<file path="src/rtl/mem_arbiter.sv">
// ============================================================================
// Module  : mem_arbiter
// Brief   : N-channel cache-to-memory arbiter, one transaction at a time.
//           Round-robin by default; ARB_FIXED_PRIO_EN selects lowest-index-wins.
// Revision: 1.0 - initial release
// ============================================================================
`default_nettype none

module mem_arbiter #(
  parameter int NUM_CH     = 2,
  parameter int ADDR_WIDTH = 32,
  parameter int DATA_WIDTH = 256,
  parameter int PTR_WIDTH  = 3
) (
  input  logic                         clk,
  input  logic                         rst,
  input  logic [NUM_CH-1:0]            creq,
  input  logic [NUM_CH-1:0]            cwrite,
  input  logic [NUM_CH*ADDR_WIDTH-1:0] caddr,
  input  logic [NUM_CH*DATA_WIDTH-1:0] cwdata,
  output logic [DATA_WIDTH-1:0]        crdata,
  output logic [NUM_CH-1:0]            cack_n,
  output logic [NUM_CH-1:0]            cbusy,
  output logic [ADDR_WIDTH-1:0]        maddr,
  output logic                         mreq,
  output logic                         mwrite,
  output logic [DATA_WIDTH-1:0]        mwdata,
  input  logic [DATA_WIDTH-1:0]        mrdata,
  input  logic                         ack_n
);

  typedef enum logic [1:0] {
    S_IDLE  = 2'd0,
    S_ISSUE = 2'd1,
    S_RESP  = 2'd2
  } state_t;

  state_t                 r_state;
  logic [PTR_WIDTH-1:0]   r_grant;
  logic [DATA_WIDTH-1:0]  r_crdata;
  logic [NUM_CH-1:0]      r_cack_n;
  logic [NUM_CH-1:0]      r_cbusy;
  logic [ADDR_WIDTH-1:0]  r_maddr;
  logic                   r_mreq;
  logic                   r_mwrite;
  logic [DATA_WIDTH-1:0]  r_mwdata;
`ifndef ARB_FIXED_PRIO_EN
  logic [PTR_WIDTH-1:0]   r_rr_ptr;
`endif

  int                     w_sel;
  logic                   w_any;
  logic [PTR_WIDTH-1:0]   w_winner;
  logic [ADDR_WIDTH-1:0]  w_addr;
  logic [DATA_WIDTH-1:0]  w_wdata;
  logic                   w_write;

  always_comb begin
    w_sel   = 0;
    w_any   = |creq;
    w_addr  = '0;
    w_wdata = '0;
    w_write = 1'b0;
`ifdef ARB_FIXED_PRIO_EN
    for (int i = NUM_CH - 1; i >= 0; i--) begin
      if (creq[i]) w_sel = i;
    end
`else
    // Descending k so the smallest rotation distance from r_rr_ptr wins last.
    for (int k = NUM_CH - 1; k >= 0; k--) begin
      for (int i = 0; i < NUM_CH; i++) begin
        if (creq[i] && (i == (int'(r_rr_ptr) + k) % NUM_CH)) w_sel = i;
      end
    end
`endif
    w_winner = PTR_WIDTH'(w_sel);
    for (int i = 0; i < NUM_CH; i++) begin
      if (i == w_sel) begin
        w_addr  = caddr[i*ADDR_WIDTH +: ADDR_WIDTH];
        w_wdata = cwdata[i*DATA_WIDTH +: DATA_WIDTH];
        w_write = cwrite[i];
      end
    end
  end

  always_ff @(posedge clk) begin
    if (rst) begin
      r_state  <= S_IDLE;
      r_grant  <= '0;
      r_crdata <= '0;
      r_cack_n <= '1;
      r_cbusy  <= '0;
      r_maddr  <= '0;
      r_mreq   <= 1'b0;
      r_mwrite <= 1'b0;
      r_mwdata <= '0;
`ifndef ARB_FIXED_PRIO_EN
      r_rr_ptr <= '0;
`endif
    end else begin
      case (r_state)
        S_IDLE: begin
          r_cack_n <= '1;
          if (w_any) begin
            r_grant  <= w_winner;
            r_maddr  <= w_addr;
            r_mwrite <= w_write;
            r_mwdata <= w_wdata;
            r_mreq   <= 1'b1;
            r_cbusy  <= ~(NUM_CH'(1) << w_winner);
            r_state  <= S_ISSUE;
          end else begin
            r_mreq  <= 1'b0;
            r_cbusy <= '0;
          end
        end
        S_ISSUE: begin
          if (!ack_n) begin
            r_crdata <= mrdata;
            r_mreq   <= 1'b0;
            r_cack_n <= ~(NUM_CH'(1) << r_grant);
            r_state  <= S_RESP;
          end
        end
        S_RESP: begin
          r_cack_n <= '1;
          r_cbusy  <= '0;
`ifndef ARB_FIXED_PRIO_EN
          if (int'(r_grant) == NUM_CH - 1) r_rr_ptr <= '0;
          else                             r_rr_ptr <= r_grant + 1'b1;
`endif
          r_state  <= S_IDLE;
        end
        default: r_state <= S_IDLE;
      endcase
    end
  end

  assign crdata = r_crdata;
  assign cack_n = r_cack_n;
  assign cbusy  = r_cbusy;
  assign maddr  = r_maddr;
  assign mreq   = r_mreq;
  assign mwrite = r_mwrite;
  assign mwdata = r_mwdata;

endmodule

`default_nettype wire

</file>
<file path="config.mk">
export PLATFORM = sky130hd
export DESIGN_NAME = mem_arbiter
export DESIGN_NICKNAME = d
export VERILOG_FILES = /design/src/rtl/mem_arbiter.sv
export SDC_FILE = /design/constraint.sdc
export NUM_CORES = 1
export LEC_CHECK = 0
export ABC_CLOCK_PERIOD_IN_PS = 1700
export CORE_AREA = 2 2 548 550
export CTS_CLUSTER_DIAMETER = 30
export DETAILED_ROUTE_END_ITERATION = 16
export DIE_AREA = 0 0 550 552
export RECOVER_POWER = 50
export SYNTH_ARGS = -nofsm -noshare
export SYNTH_HDL_FRONTEND = slang
export SYNTH_SLANG_ARGS = --single-unit
</file>
<file path="constraint.sdc">
create_clock -name clk -period 1.7 [get_ports clk]
set_input_delay 0.34 -clock clk [delete_from_list [all_inputs] [get_ports clk]]
set_output_delay 0.34 -clock clk [all_outputs]
set_load 0.02 [all_outputs]
</file>
==> results of run 1 <==
## final cells by class
| type | instances | area share |
|---|---|---|
| Clock inverter | 77 | 0.0185 |
| Clock buffer | 212 | 0.0854 |
| Timing Repair Buffer | 1801 | 0.386 |
| Sequential cell | 554 | 0.220 |
| Antenna cell | 68 | 0.00320 |
| Tap cell | 3958 | 0.0931 |
| Multi-Input combinational cell | 1872 | 0.194 |
## worst max path at each step
stage / from / to / cells past startpoint
2_1_floorplan: r_state[1] / maddr[0] / 6
3_3_place_gp: creq[0] / mwdata[40] / 5
3_5_place_dp: creq[0] / mwdata[40] / 5
4_1_cts: mwdata[28] / mwdata[28] / 1
5_1_grt: r_state[0] / mwdata[9] / 8
6_report: r_state[0] / mwdata[222] / 6
## Yosys cell counts (2+ instances only)
library cell / n / area (sq um)
dfxtp_1: 554 / 11100
nand2_1: 515 / 1930
a21oi_1: 258 / 1290
a31oi_1: 248 / 1550
nand3_1: 248 / 1240
nand4_1: 248 / 1550
o21ai_0: 247 / 1240
clkbuf_1: 241 / 905
buf_2: 66 / 330
a221o_1: 41 / 410
nor4b_1: 41 / 359
buf_1: 15 / 56.3
buf_6: 6 / 67.6
nor2_1: 5 / 18.8
a21o_1: 3 / 22.5
o21ai_1: 3 / 15.0
nand3b_1: 2 / 15.0
nor2b_1: 2 / 12.5
## flip-flops by register name (all words and copies together) (netlist names)
name,flops
cack_n,2
cbusy,2
crdata,256
maddr,32
mreq,1
mwdata,256
mwrite,1
r_grant,1
r_rr_ptr,1
r_state,2
## layer usage
layer,part of all wire,up-vias,global-route usage
met2,0.45,1984,0.218
met4,0.048,54,0.0647
li1,-,13507,-
met3,0.17,458,0.105
met1,0.34,14290,0.140
met5,0.0015,-,0
## power by group
part | leakage, nW | switching (W) | internal (W)
clock | 2.71 | 0.00970 | 0.0212
sequential | 4.70 | 0.000798 | 0.0140
combinational | 11.8 | 0.00658 | 0.00627
## placed cells by master, fill, tap and decap left out, types with 205 or more instances in the layout
cell / synthesis / layout
nand3_1: 248 / 205
clkdlybuf4s50_1: 0 / 836
a21oi_1: 258 / 239
buf_6: 6 / 235
a31oi_1: 248 / 248
dfxtp_2: 0 / 265
dfxtp_1: 554 / 214
buf_4: 1 / 247
nand2_1: 515 / 504
nand4_1: 248 / 248
## worst max-delay path, stage by stage (launching register included)
cell and delay (ns):
dfxtp_4 0.35, buf_6 0.11, or2_4 0.31, buf_16 0.20, buf_12 0.29, o21ai_0 0.20
a31oi_1 0.11
## cell families after synthesis
| kind of cell | Yosys count | synth area share |
|---|---|---|
| buffers and inverters | 330 | 0.0617 |
| AOI/OAI and AO/OA | 805 | 0.206 |
| and+or+nand+nor | 1067 | 0.233 |
| DFF | 554 | 0.499 |
## through the flow
step	total power (W)	worst slack, ns
after floorplan	0.0182	0.151
after global placement	0.0260	-0.529
after detailed placement	0.0260	-0.562
after CTS	0.0581	-0.155
after global routing	0.0607	-0.219
final	0.0586	-0.184
## repair_timing
item,CTS,global route
pin swaps,48,159
gates resized for setup,2549,335
setup endpoints to repair,638,642
hold endpoints to repair,60,0
setup buffers,29,43
hold buffers,48,0
cloned,12,45
==> impl_metrics.py, run 1 <==
metrics = {
    "run_status": {
        "status": "finished, violations left",
        "violations": "setup timing",
    },
    "logic_synthesis": {
        "synthArstFlopShare": 0,
        "synthFlopType": "dfxtp_1",
        "ys_seq_elements": 554,
        "synth_nets": 3595,
        "yosysWarnings": 0,
        "yosys.cell_types.count": 31,
        "syn_inst": 2756,
        "avgSynthCellArea_sq_um": 8.06,
        "synth_edf_count": 0,
        "synth.yosys.seq_area_share": 0.499,
        "syn_area_sq_um": 22200,
    },
    "grt": {
        "grt_use_total": 0.141,
        "grt_pass1_wl_um": 283000,
        "antenna_found_initial": 134,
        "grt_max_degree": 90,
        "grt_pass1_vias": 28936,
        "gr-total-overflow": 0,
    },
    "sta": {
        "tns_ns": -18.10,
        "finalSetupViolations": 274,
        "worst_slack_ns": -0.184,
        "period_share": 1.11,
        "relSlewSlack": 0.642,
        "max_freq_ghz": 0.531,
        "finalClockSkew_ns": 0.0476,
        "fin_crit_ns": 1.88,
        "final_hold_viol_count": 0,
        "worst_slew_pin_slew_ns": 0.537,
        "rsz0062_at_grt": "true",
        "fin_hold_ws_ns": 0.0582,
        "drv_slew": 0,
    },
    "detailed_routing": {
        "wl_per_cell_um": 27.5,
        "routed_wl_um": 235000,
        "drtAntennaViolNets": 0,
        "drt_first_pass_iters": 5,
        "drt_iter0_drc": 2471,
        "drc": 0,
        "dr_total_vias": 30293,
        "viasPerCell": 3.55,
    },
    "cells_and_area": {
        "fillers": 33188,
        "nets": 5230,
        "final_core_util": 0.178,
        "drive_above_1_share": 0.361,
        "final_cell_area_sq_um": 53200,
        "area_delta_synth_final_pct": 139,
        "multi_input_area_sq_um": 10300,
        "fin_cells": 8542,
        "regArea_sq_um": 11700,
    },
    "die": {
        "initial_core_util": 0.0745,
        "rows": 201,
        "dieHeight_um": 552,
        "core_area_sq_um": 298000,
        "dieArea_sq_um": 304000,
        "fp.dieW_um": 550,
        "pin_count": 1389,
    },
    "worst_hold_path": {
        "hold_start": "creq[1]",
        "worstHoldEndpoint": "r_state[0]",
        "hp-class": "input port to register",
        "hold_path_depth": 4,
    },
    "clocking": {
        "path_clk_slew_ns": 0.04,
        "cts_num_sinks": 554,
        "clk_path_buf_depth": 4,
        "clk_latency_ns": 0.77,
        "root_buffer": "clkbuf_16",
        "cts_max_level": 4,
        "cts_buffers": 162,
        "cts_tree": "done",
    },
    "critical_path": {
        "cp.arrival_ns": 2.55,
        "required_ns": 2.37,
        "critPathCaptureType": "register",
        "reg2regPathDepth": 6,
        "r2r_end": "mwdata[222]",
        "worstSetupStartpointType": "register",
        "r2r-start": "r_state[0]",
        "rrSetupSlack_ns": -0.18,
        "critPathMaxFanout": 24,
        "path_class": "register to register",
    },
    "power": {
        "power_density_nw_per_um2": 1100,
        "leakagePower_nw": 19.2,
        "ir_drop_mv": 0.722,
    },
    "placement": {
        "place_inst": 8016,
        "place.gp.congestion": 0.948,
        "dp_hpwl_um": 188000,
        "dpl_cell_area_sq_um": 43100,
        "io_buffers": 1388,
    },
    "run": {
        "drv_cap": 0,
    },
}
Note: power is estimated with default switching activity, not from simulation.
==> run 2: changes to the inputs <==
Settings changed: CORE_AREA 2 2 548 550 to 2 2 543 545, DIE_AREA 0 0 550 552 to 0 0 545 547, DONT_BUFFER_PORTS set to 1.
==> impl_metrics.py, run 2 (synthesized netlist as in run 1, its figures left out) <==
metrics = {
    "cells_and_area": {
        "drive_above_1_share": 0.247,
        "fin_cells": 7885,
        "layout_common_cells": "dlygate4sd3_1 (840), nand2_1 (514), dfxtp_2 (260)",
        "final_core_util": 0.156,
        "area_delta_synth_final_pct": 106,
        "mostFrequentLayoutCell": "dlygate4sd3_1",
        "nets": 4588,
    },
    "clocking": {
        "cts_max_level": 4,
        "clk_latency_ns": 0.82,
        "path_clk_slew_ns": 0.05,
        "cts_buffers": 159,
        "cts_num_sinks": 554,
        "cts_tree": "done",
        "clk_path_buf_depth": 4,
        "root_buffer": "clkbuf_16",
    },
    "power": {
        "ir_drop_mv": 0.668,
        "leakagePower_nw": 15.4,
        "p_sw_frac": 0.294,
        "power.switching_w": 0.0166,
        "power_frac_comb": 0.156,
        "pwr-share-clk": 0.559,
        "seq_power_share": 0.284,
        "cellInternalPower_w": 0.0399,
        "power_density_nw_per_um2": 1240,
    },
    "sta": {
        "final_hold_viol_count": 25,
        "drv_slew": 0,
        "max_freq_ghz": 0.537,
        "tns_ns": -1.10,
        "fin_crit_ns": 1.86,
        "relSlewSlack": 0.252,
        "finalSetupViolations": 52,
        "period_share": 1.09,
        "finalClockSkew_ns": 0.0617,
        "worst_slack_ns": -0.161,
        "fin_hold_ws_ns": -0.246,
        "worst_slew_pin_slew_ns": 1.12,
        "rsz0062_at_grt": "true",
    },
    "detailed_routing": {
        "drt_iter0_drc": 3449,
        "drc": 0,
        "routed_wl_um": 229000,
        "viasPerCell": 3.71,
        "drtAntennaViolNets": 0,
        "dr_total_vias": 29259,
        "wl_per_cell_um": 29.1,
        "drt_first_pass_iters": 12,
    },
    "placement": {
        "place.gp.congestion": 0.978,
        "dp_hpwl_um": 178000,
        "io_buffers": 0,
        "place_ws_ns": -0.165,
        "place_inst": 6607,
    },
    "die": {
        "rows": 199,
        "dieHeight_um": 547,
        "initial_core_util": 0.0759,
        "dieArea_sq_um": 298000,
        "pin_count": 1389,
        "fp.dieW_um": 545,
        "core_area_sq_um": 293000,
    },
    "critical_path": {
        "required_ns": 2.40,
        "cp.arrival_ns": 2.56,
        "critPathMaxFanout": 11,
        "worstSetupStartpointType": "register",
        "critPathCaptureType": "register",
        "path_class": "register to register",
    },
    "grt": {
        "grt_pass1_vias": 27650,
        "grt_max_degree": 554,
        "grt_use_total": 0.140,
        "gr-total-overflow": 0,
        "grt_pass1_wl_um": 275000,
        "antenna_found_initial": 166,
    },
    "worst_hold_path": {
        "hp-class": "input port to register",
    },
    "run": {
        "drv_cap": 0,
    },
    "run_status": {
        "violations": "hold timing, setup timing",
        "status": "finished, violations left",
    },
}
run 2: worst paths after layout:
kind / startpoint / endpoint / slack, ns / depth (start not counted)
max: r_state[0] / mwdata[223] / -0.16 / 6
min: creq[1] / mwdata[23] / -0.25 / 2
max reg2reg: r_state[0] / mwdata[223] / -0.16 / 6
min reg2reg: r_grant[0] / r_grant[0] / 0.50 / 1
run 2: power groups by stage:
stage / combinational (W) / clock, W / sequential (W)
6_report: 0.00882 / 0.0316 / 0.0161
3_3_place_gp: 0.00525 / 0 / 0.0161
3_5_place_dp: 0.00528 / 0 / 0.0161
2_1_floorplan: 0.00254 / 0 / 0.0156
5_1_grt: 0.00939 / 0.0329 / 0.0162
4_1_cts: 0.00781 / 0.0322 / 0.0161
run 2: repair_timing:
action,in CTS,in global routing
hold buffers,792,48
pin swaps,5,47
gates resized for setup,735,135
gates cloned,5,30
buffers inserted,7,16
setup endpoints to repair,360,439
endpoints found under the hold margin,552,141
run 2: critical path, stage by stage (launching register included):
cell	delay (ns)
dfxtp_4	0.34
buf_6	0.12
or2_4	0.32
buf_4	0.16
buf_4	0.18
nor4b_1	0.47
a221o_1	0.20
run 2: layout make-up:
class,count,area (sq um)
fillers,32484,247000
repair buffers,1162,13400
flip-flops and latches,554,11800
multi-input cells,1872,9920
well taps,3919,4900
clock buffers,212,4470
clock inverters,71,1090
diodes,95,238
run 2: routing by layer:
layer	wire length, um	vias to the layer above	track usage
li1	-	12259	-
met1	79000	13765	0.141
met2	97700	2389	0.212
met3	37500	768	0.0960
met4	14700	78	0.0760
met5	507	-	0.00593
run 2: stage by stage:
step                instance area [sq um]  hold slack (ns)  power (W)
finish                              45800           -0.246     0.0565
global route                        45700           -0.283     0.0585
CTS                                 43900           -0.362     0.0560
detailed placement                  28300            0.455     0.0214
global placement                    28300            0.450     0.0214
floorplan                           22200            0.428     0.0182
